`src/rtl/block_completion_tracker_pkg.sv`:
```
// Shared types and defaults for the TRIPS block completion tracker.
package block_completion_tracker_pkg;

  localparam int MAX_INFLIGHT_BLOCKS = 8;
  localparam int LSID_W              = 5;
  localparam int EXIT_W              = 5;

  // Only the fields the tracker consumes from a block header.
  typedef struct packed {
    logic [31:0]       store_mask;
    logic [4:0]        num_reg_writes;
  } block_header_t;

  typedef enum logic [1:0] {
    FREE     = 2'd0,
    ACTIVE   = 2'd1,
    COMPLETE = 2'd2
  } bct_slot_state_t;

  // Everything one in-flight block slot remembers.
  typedef struct packed {
    bct_slot_state_t   state;
    logic [31:0]       store_mask;
    logic [31:0]       stores_seen;
    logic [4:0]        num_reg_writes;
    logic [4:0]        wr_cnt;
    logic              br_seen;
    logic [EXIT_W-1:0] exit_id;
  } bct_slot_t;

endpackage

```
`src/rtl/block_completion_tracker_slot.sv`:
```
// One in-flight block slot: collects store/write/branch arrivals and
// reports when the block's outputs are all present.
module bct_slot
  import block_completion_tracker_pkg::*;
(
  input  logic              clk,
  input  logic              rst,
  input  logic              i_alloc,
  input  block_header_t     i_header,
  input  logic              i_free,
  input  logic              i_storeValid,
  input  logic [LSID_W-1:0] i_storeLsid,
  input  logic              i_wrValid,
  input  logic              i_brValid,
  input  logic [EXIT_W-1:0] i_brExitId,
  output bct_slot_state_t   o_state,
  output logic [EXIT_W-1:0] o_exitId,
  output logic              o_complete,
  output logic              o_err
);

  bct_slot_t         r_slot;
  bct_slot_t         w_slotNext;
  logic              w_active;
  logic              w_storeBad;
  logic              w_wrBad;
  logic              w_brBad;
  logic              w_storeOk;
  logic              w_wrOk;
  logic              w_brOk;
  logic [31:0]       w_seenNext;
  logic [4:0]        w_wrCntNext;
  logic              w_brSeenNext;
  logic              w_doneNext;

  // Classify incoming events and form the post-update counters used for completion.
  always_comb begin
    w_active     = (r_slot.state == ACTIVE);
    w_storeBad   = i_storeValid && (!r_slot.store_mask[i_storeLsid] ||
                                    r_slot.stores_seen[i_storeLsid]);
    w_wrBad      = i_wrValid && (r_slot.wr_cnt == r_slot.num_reg_writes);
    w_brBad      = i_brValid && r_slot.br_seen;
    w_storeOk    = i_storeValid && w_active && !w_storeBad;
    w_wrOk       = i_wrValid && w_active && !w_wrBad;
    w_brOk       = i_brValid && w_active && !w_brBad;
    w_seenNext   = r_slot.stores_seen | (w_storeOk ? (32'd1 << i_storeLsid) : 32'd0);
    w_wrCntNext  = r_slot.wr_cnt + (w_wrOk ? 5'd1 : 5'd0);
    w_brSeenNext = r_slot.br_seen | w_brOk;
    w_doneNext   = (w_seenNext == r_slot.store_mask) &&
                   (w_wrCntNext == r_slot.num_reg_writes) && w_brSeenNext;
  end

  // Next slot contents: free/flush wins over a new mapping, which wins over events.
  always_comb begin
    w_slotNext = r_slot;
    if (i_free) begin
      w_slotNext = '0;
    end else if (i_alloc) begin
      w_slotNext                = '0;
      w_slotNext.state          = ACTIVE;
      w_slotNext.store_mask     = i_header.store_mask;
      w_slotNext.num_reg_writes = i_header.num_reg_writes;
    end else if (w_active) begin
      w_slotNext.stores_seen = w_seenNext;
      w_slotNext.wr_cnt      = w_wrCntNext;
      w_slotNext.br_seen     = w_brSeenNext;
      w_slotNext.exit_id     = w_brOk ? i_brExitId : r_slot.exit_id;
      if (w_doneNext) begin
        w_slotNext.state = COMPLETE;
      end
    end
  end

  // Slot state register.
  always_ff @(posedge clk) begin
    if (rst) begin
      r_slot <= '0;
    end else begin
      r_slot <= w_slotNext;
    end
  end

  // Status outputs; any event to a non-ACTIVE slot or a malformed event is an error.
  always_comb begin
    o_state    = r_slot.state;
    o_exitId   = r_slot.exit_id;
    o_complete = (r_slot.state == COMPLETE);
    o_err      = (i_storeValid || i_wrValid || i_brValid) &&
                 (!w_active || w_storeBad || w_wrBad || w_brBad);
  end

endmodule

```
`src/rtl/block_completion_tracker.sv`:
```
// Tracks completion of every in-flight TRIPS block and hands commits to the
// G-tile block controller strictly in program order.
module block_completion_tracker
  import block_completion_tracker_pkg::*;
#(
  parameter int NUM_SLOTS = MAX_INFLIGHT_BLOCKS,
  parameter int SLOT_W    = $clog2(NUM_SLOTS)
) (
  input  logic                 clk,
  input  logic                 rst,
  input  logic                 alloc_valid,
  output logic                 alloc_ready,
  input  block_header_t        alloc_header,
  output logic [SLOT_W-1:0]    alloc_tag,
  input  logic                 store_valid,
  input  logic [SLOT_W-1:0]    store_tag,
  input  logic [LSID_W-1:0]    store_lsid,
  input  logic                 wr_valid,
  input  logic [SLOT_W-1:0]    wr_tag,
  input  logic                 br_valid,
  input  logic [SLOT_W-1:0]    br_tag,
  input  logic [EXIT_W-1:0]    br_exit_id,
  input  logic                 flush_valid,
  input  logic [SLOT_W-1:0]    flush_tag,
  output logic                 commit,
  output logic [SLOT_W-1:0]    commit_tag,
  output logic [EXIT_W-1:0]    commit_exit_id,
  input  logic                 commit_ack,
  output logic [NUM_SLOTS-1:0] inflight_blocks,
  output logic                 protocol_err
);

  localparam logic [SLOT_W:0] LP_FULL = (SLOT_W+1)'(NUM_SLOTS);

  logic [SLOT_W-1:0]    r_head;
  logic [SLOT_W-1:0]    r_tail;
  logic [SLOT_W:0]      r_count;
  logic                 r_protocolErr;

  logic [NUM_SLOTS-1:0] w_slotComplete;
  logic [NUM_SLOTS-1:0] w_slotInflight;
  logic [NUM_SLOTS-1:0] w_slotErr;
  logic [NUM_SLOTS-1:0] w_kill;
  logic [NUM_SLOTS-1:0] w_slotFree;
  logic [NUM_SLOTS-1:0] w_slotAlloc;
  logic [EXIT_W-1:0]    w_slotExit   [NUM_SLOTS];
  logic [SLOT_W-1:0]    w_slotOffset [NUM_SLOTS];
  logic [SLOT_W-1:0]    w_flushOffset;
  logic                 w_flushOk;
  logic                 w_allocFire;
  logic                 w_commitFire;

  // Handshakes, head commit mux and flush range check; a flush that squashes the head drops its ack.
  always_comb begin
    alloc_ready     = (r_count != LP_FULL) && !flush_valid;
    alloc_tag       = r_tail;
    commit          = w_slotComplete[r_head];
    commit_tag      = r_head;
    commit_exit_id  = w_slotExit[r_head];
    inflight_blocks = w_slotInflight;
    protocol_err    = r_protocolErr;
    w_allocFire     = alloc_valid && alloc_ready;
    w_flushOffset   = flush_tag - r_head;
    w_flushOk       = flush_valid && ({1'b0, w_flushOffset} < r_count);
    w_commitFire    = commit && commit_ack && !(w_flushOk && (flush_tag == r_head));
  end

  // Per-slot strobes: squash everything from flush_tag up to the tail, free the committed head, map the tail.
  always_comb begin
    for (int i = 0; i < NUM_SLOTS; i++) begin
      w_slotOffset[i] = SLOT_W'(i) - r_head;
      w_kill[i]       = w_flushOk && (w_slotOffset[i] >= w_flushOffset) &&
                        ({1'b0, w_slotOffset[i]} < r_count);
      w_slotFree[i]   = w_kill[i] || (w_commitFire && (r_head == SLOT_W'(i)));
      w_slotAlloc[i]  = w_allocFire && (r_tail == SLOT_W'(i));
    end
  end

  for (genvar g = 0; g < NUM_SLOTS; g++) begin : g_slot
    bct_slot_state_t w_state;

    bct_slot u_slot (
      .clk          (clk),
      .rst          (rst),
      .i_alloc      (w_slotAlloc[g]),
      .i_header     (alloc_header),
      .i_free       (w_slotFree[g]),
      .i_storeValid (store_valid && (store_tag == SLOT_W'(g)) && !w_kill[g]),
      .i_storeLsid  (store_lsid),
      .i_wrValid    (wr_valid && (wr_tag == SLOT_W'(g)) && !w_kill[g]),
      .i_brValid    (br_valid && (br_tag == SLOT_W'(g)) && !w_kill[g]),
      .i_brExitId   (br_exit_id),
      .o_state      (w_state),
      .o_exitId     (w_slotExit[g]),
      .o_complete   (w_slotComplete[g]),
      .o_err        (w_slotErr[g])
    );

    assign w_slotInflight[g] = (w_state != FREE);
  end

  // Queue pointers, occupancy and the sticky protocol error flag.
  always_ff @(posedge clk) begin
    if (rst) begin
      r_head        <= '0;
      r_tail        <= '0;
      r_count       <= '0;
      r_protocolErr <= 1'b0;
    end else begin
      if (w_commitFire) begin
        r_head <= r_head + 1'b1;
      end
      if (w_flushOk) begin
        r_tail  <= flush_tag;
        r_count <= {1'b0, w_flushOffset} - (SLOT_W+1)'(w_commitFire);
      end else begin
        r_tail  <= r_tail + SLOT_W'(w_allocFire);
        r_count <= r_count + (SLOT_W+1)'(w_allocFire) - (SLOT_W+1)'(w_commitFire);
      end
      if ((|w_slotErr) || (commit_ack && !commit) || (flush_valid && !w_flushOk)) begin
        r_protocolErr <= 1'b1;
      end
    end
  end

endmodule
```
`config.mk`:
```
export PLATFORM = sky130hd
export DESIGN_NAME = block_completion_tracker
export DESIGN_NICKNAME = d
export VERILOG_FILES = /design/src/rtl/block_completion_tracker_pkg.sv /design/src/rtl/block_completion_tracker_slot.sv /design/src/rtl/block_completion_tracker.sv
export SDC_FILE = /design/constraint.sdc
export NUM_CORES = 2
export LEC_CHECK = 0
export CAP_MARGIN = 40
export CORE_UTILIZATION = 40
export CTS_CLUSTER_DIAMETER = 40
export DETAILED_ROUTE_END_ITERATION = 7
export SETUP_SLACK_MARGIN = 0.3
export SLEW_MARGIN = 20
export SYNTH_ARGS = -nofsm -noshare
export SYNTH_HDL_FRONTEND = slang
export SYNTH_SLANG_ARGS = --single-unit
```
`constraint.sdc`:
```
create_clock -name clk -period 8 [get_ports clk]
set_clock_uncertainty 0.1 [all_clocks]
set_input_delay 0.8 -clock clk [delete_from_list [all_inputs] [get_ports clk]]
set_output_delay 0.8 -clock clk [all_outputs]
set_load 0.01 [all_outputs]
```
==> run summary <==
Critical Path RT -> 8.50 ns
CTS Buffer Depth -> 3
Final Max Slew Viols -> 0
pin count of the biggest net entering global routing -> 41
# fillers -> 8586
Layout area overhead -> 18.9%
die height -> 300 um
DRT met1 WL -> 73800 um
sequential cell fraction of total power -> 33.9%
Mapped Area -> 35500 um2
Slew @ Worst Pin -> 0.973 ns
post-route clock period utilization -> 83.7%
top cells by count, synth -> nand2_1 (763), dfxtp_1 (667), a21oi_1 (596), nor2_1 (450), nand2b_1 (219)
Setup Buffers After CTS -> 0
final hold vios -> 0
drc violations -> 0
Worst EP arrival -> 7.19 ns
Most common cell on crit path -> ha_1
Final ANT Viol Nets -> 0
vias -> 36900
WL met3 -> 22100 um
core area -> 87400 um2
Syn Area/Cell -> 7.76 um2
drt total wl -> 181000 um
DP Wirelength -> 129000 um
grt total ovfl -> 0
Synth top area share -> 37.6%
origin of the worst setup path -> flush_tag[0]
gr usage total -> 39.2%
Core Rows -> 108
DRT iter0 DRCs -> 5097
RR Startpoint -> commit_tag[1]
Layout Nets -> 4783
WL/cell -> 30.6 um
clock power share -> 52.7%
CP max stage delay -> 0.67 ns
TritonCTS Sinks -> 667
number of antenna violations at the first check in global routing -> 10
fmax -> 149 MHz
clock tree from TritonCTS -> yes
Clk pin slew, worst setup/hold paths -> 0.05 ns
Hold Crit Start -> g_slot[3].u_slot.r_slot[57]
VDD IR max -> 0.000212 V
status -> finished clean
Setup CP Type -> primary input to register
switching pwr -> 2.96 mW
Synth Instances -> 4580
static leakage -> 15.2 nW
post_cts resized -> 0
share of cells above drive strength 1 -> 11.3%
relative slew slack -> 33.5%
crit path cell chain -> clkdlybuf4s50_1 -> inv_1 -> ha_1 -> inv_1 -> fa_1 -> xnor2_2 -> inv_1 -> ha_1 -> o31a_1 -> o21ai_0 -> nor2_1 -> nor4_1 -> ha_1 -> ha_1 -> nand3_1 -> xor2_1 -> o21ai_0 -> or4_1 -> nor4_1 -> o211ai_1 -> a221oi_1 -> nand4_1 -> a31o_2
placer congestion estimate -> 1.07
Hold Buf Count CTS -> 0
Root Buffer -> clkbuf_16
FF+latch count, synth -> 667
post-route minimum period -> 6.70 ns
CP max FO -> 7
Slowest-stage cell, CP -> nor4_1
Syn. warnings -> 0
vias in the first global route -> 33200
top sig layer -> met5
Skew-Pair Late Insertion Delay -> 0.72 ns
Die ar. -> 90100 um2
RSZ-0062 raised after global routing -> false
Die Width -> 300 um
CTS H-tree depth -> 3
total CTS buffers -> 114
hold crit path type -> register to register
top-count cell post-synth -> nand2_1
Post-synth EDFFs -> 0
drt pass-1 iters -> 6
routed vias/inst -> 6.23
Synth area leaders -> dfxtp_1 (38%), a21oi_1 (8.4%), nand2_1 (8.1%), nor2_1 (4.8%), nand2b_1 (3.9%)
maxcap violations -> 0
Gate power share -> 13.4%
dpl cells -> 5685
Distinct cells, synth -> 110
CP Capture Type -> register
post-synthesis sequential area ratio -> 37.6%
setup tns final -> 0 ns
switching part of the total -> 29.0%
Top FF cell, synth -> dfxtp_1
first-pass GRT wire length -> 252000 um
Ports -> 89
endpoints failing setup -> 0
post-synth top area cell -> dfxtp_1
Cell Pwr Density -> 242 nW/um2
CP Launch Type -> primary input
Syn Nets -> 4709
IO buf count -> 88
final std cells w/o fill -> 5919
asr flop ratio synth -> 0%
starting density of the core -> 40.7%
met2 WL -> 72400 um
Int Pwr -> 7.25 mW
[critical path, delay by kind of cell]
family | cells | cell delay [ns]
AND/OR/NAND/NOR | 6 | 1.97
AO/OA/AOI/OAI | 6 | 1.37
XOR/XNOR | 2 | 0.50
adder cells (fa/ha/maj) | 5 | 1.54
buffers and inverters | 4 | 1.00
[per-stage QoR]
step	hold slack, ns	power [mW]	utilization, %	worst slack, ns	instance area [um2]
after CTS	0.353	10.2	48.2	1.53	42200
after global placement	0.343	4.81	43.1	0.975	37700
after floorplan	0.334	4.25	-	2.41	35500
after detailed placement	0.346	4.84	43.4	0.812	38000
after global routing	0.374	10.4	48.3	1.04	42200
final	0.355	10.2	48.3	1.30	42300
[final cells by class]
type                    count  area, um2  area share (%)
flip-flops and latches    667      13400            31.6
diodes                     13       32.5          0.0770
multi-input cells        3426      20200            47.9
clock buffers             140       3080            7.29
clock inverters            73       1120            2.64
inverters                 177        668            1.58
well taps                1155       1450            3.42
repair buffers            268       2330            5.50
[registers in the layout, summed over array words and instances (netlist names)]
name / flops
alloc_tag: 3
commit_tag: 3
g_slot.u_slot.o_exitId: 40
g_slot.u_slot.o_state: 16
g_slot.u_slot.r_slot: 600
protocol_err: 1
r_count: 4
[final timing paths]
kind / end / slack, ns / cells past startpoint
setup / recovery: g_slot[5].u_slot.o_state[0] / 1.30 / 23
hold / removal: g_slot[3].u_slot.r_slot[57] / 0.36 / 2
setup reg to reg: g_slot[5].u_slot.o_state[0] / 1.37 / 21
hold reg to reg: g_slot[3].u_slot.r_slot[57] / 0.36 / 2
[logic make-up (layout without fill, tap and decap cells)]
| family | after synthesis | after routing | share of synthesized area [%] |
|---|---|---|---|
| and+or+nand+nor | 1998 | 1998 | 27.0 |
| AOI/OAI and AO/OA | 1152 | 1152 | 20.1 |
| DFF | 667 | 667 | 37.6 |
| buffers and inverters | 487 | 658 | 5.82 |
| xor gates and xnor gates | 108 | 108 | 2.68 |
| muxes | 106 | 106 | 4.59 |
| adders and majority gates | 62 | 62 | 2.22 |
| other | 0 | 13 | 0 |
[power groups by stage]
stage | Clock, mW | Combinational (mW) | Sequential (mW)
after global routing | 5.56 | 1.41 | 3.47
after CTS | 5.40 | 1.31 | 3.46
after global placement | 0 | 1.28 | 3.53
final | 5.38 | 1.37 | 3.46
after detailed placement | 0 | 1.31 | 3.53
after floorplan | 0 | 0.749 | 3.50
[cell usage in the layout (no fill, tap or decap), drive strengths merged, types with 84 or more instances in the layout]
cell type and n:
o21ai 84, buf 188, nor2b 188, inv 190, a21oi 597, dfxtp 667
nand2b 219, nand2 765, clkbuf 142, nor2 460
[routing by layer]
metal	up-vias	GRT usage, %
li1	16200	-
met1	17800	53.3
met2	2478	54.9
met3	502	10.0
met4	6	24.7
met5	-	0
(Power assumes the default switching activity.)
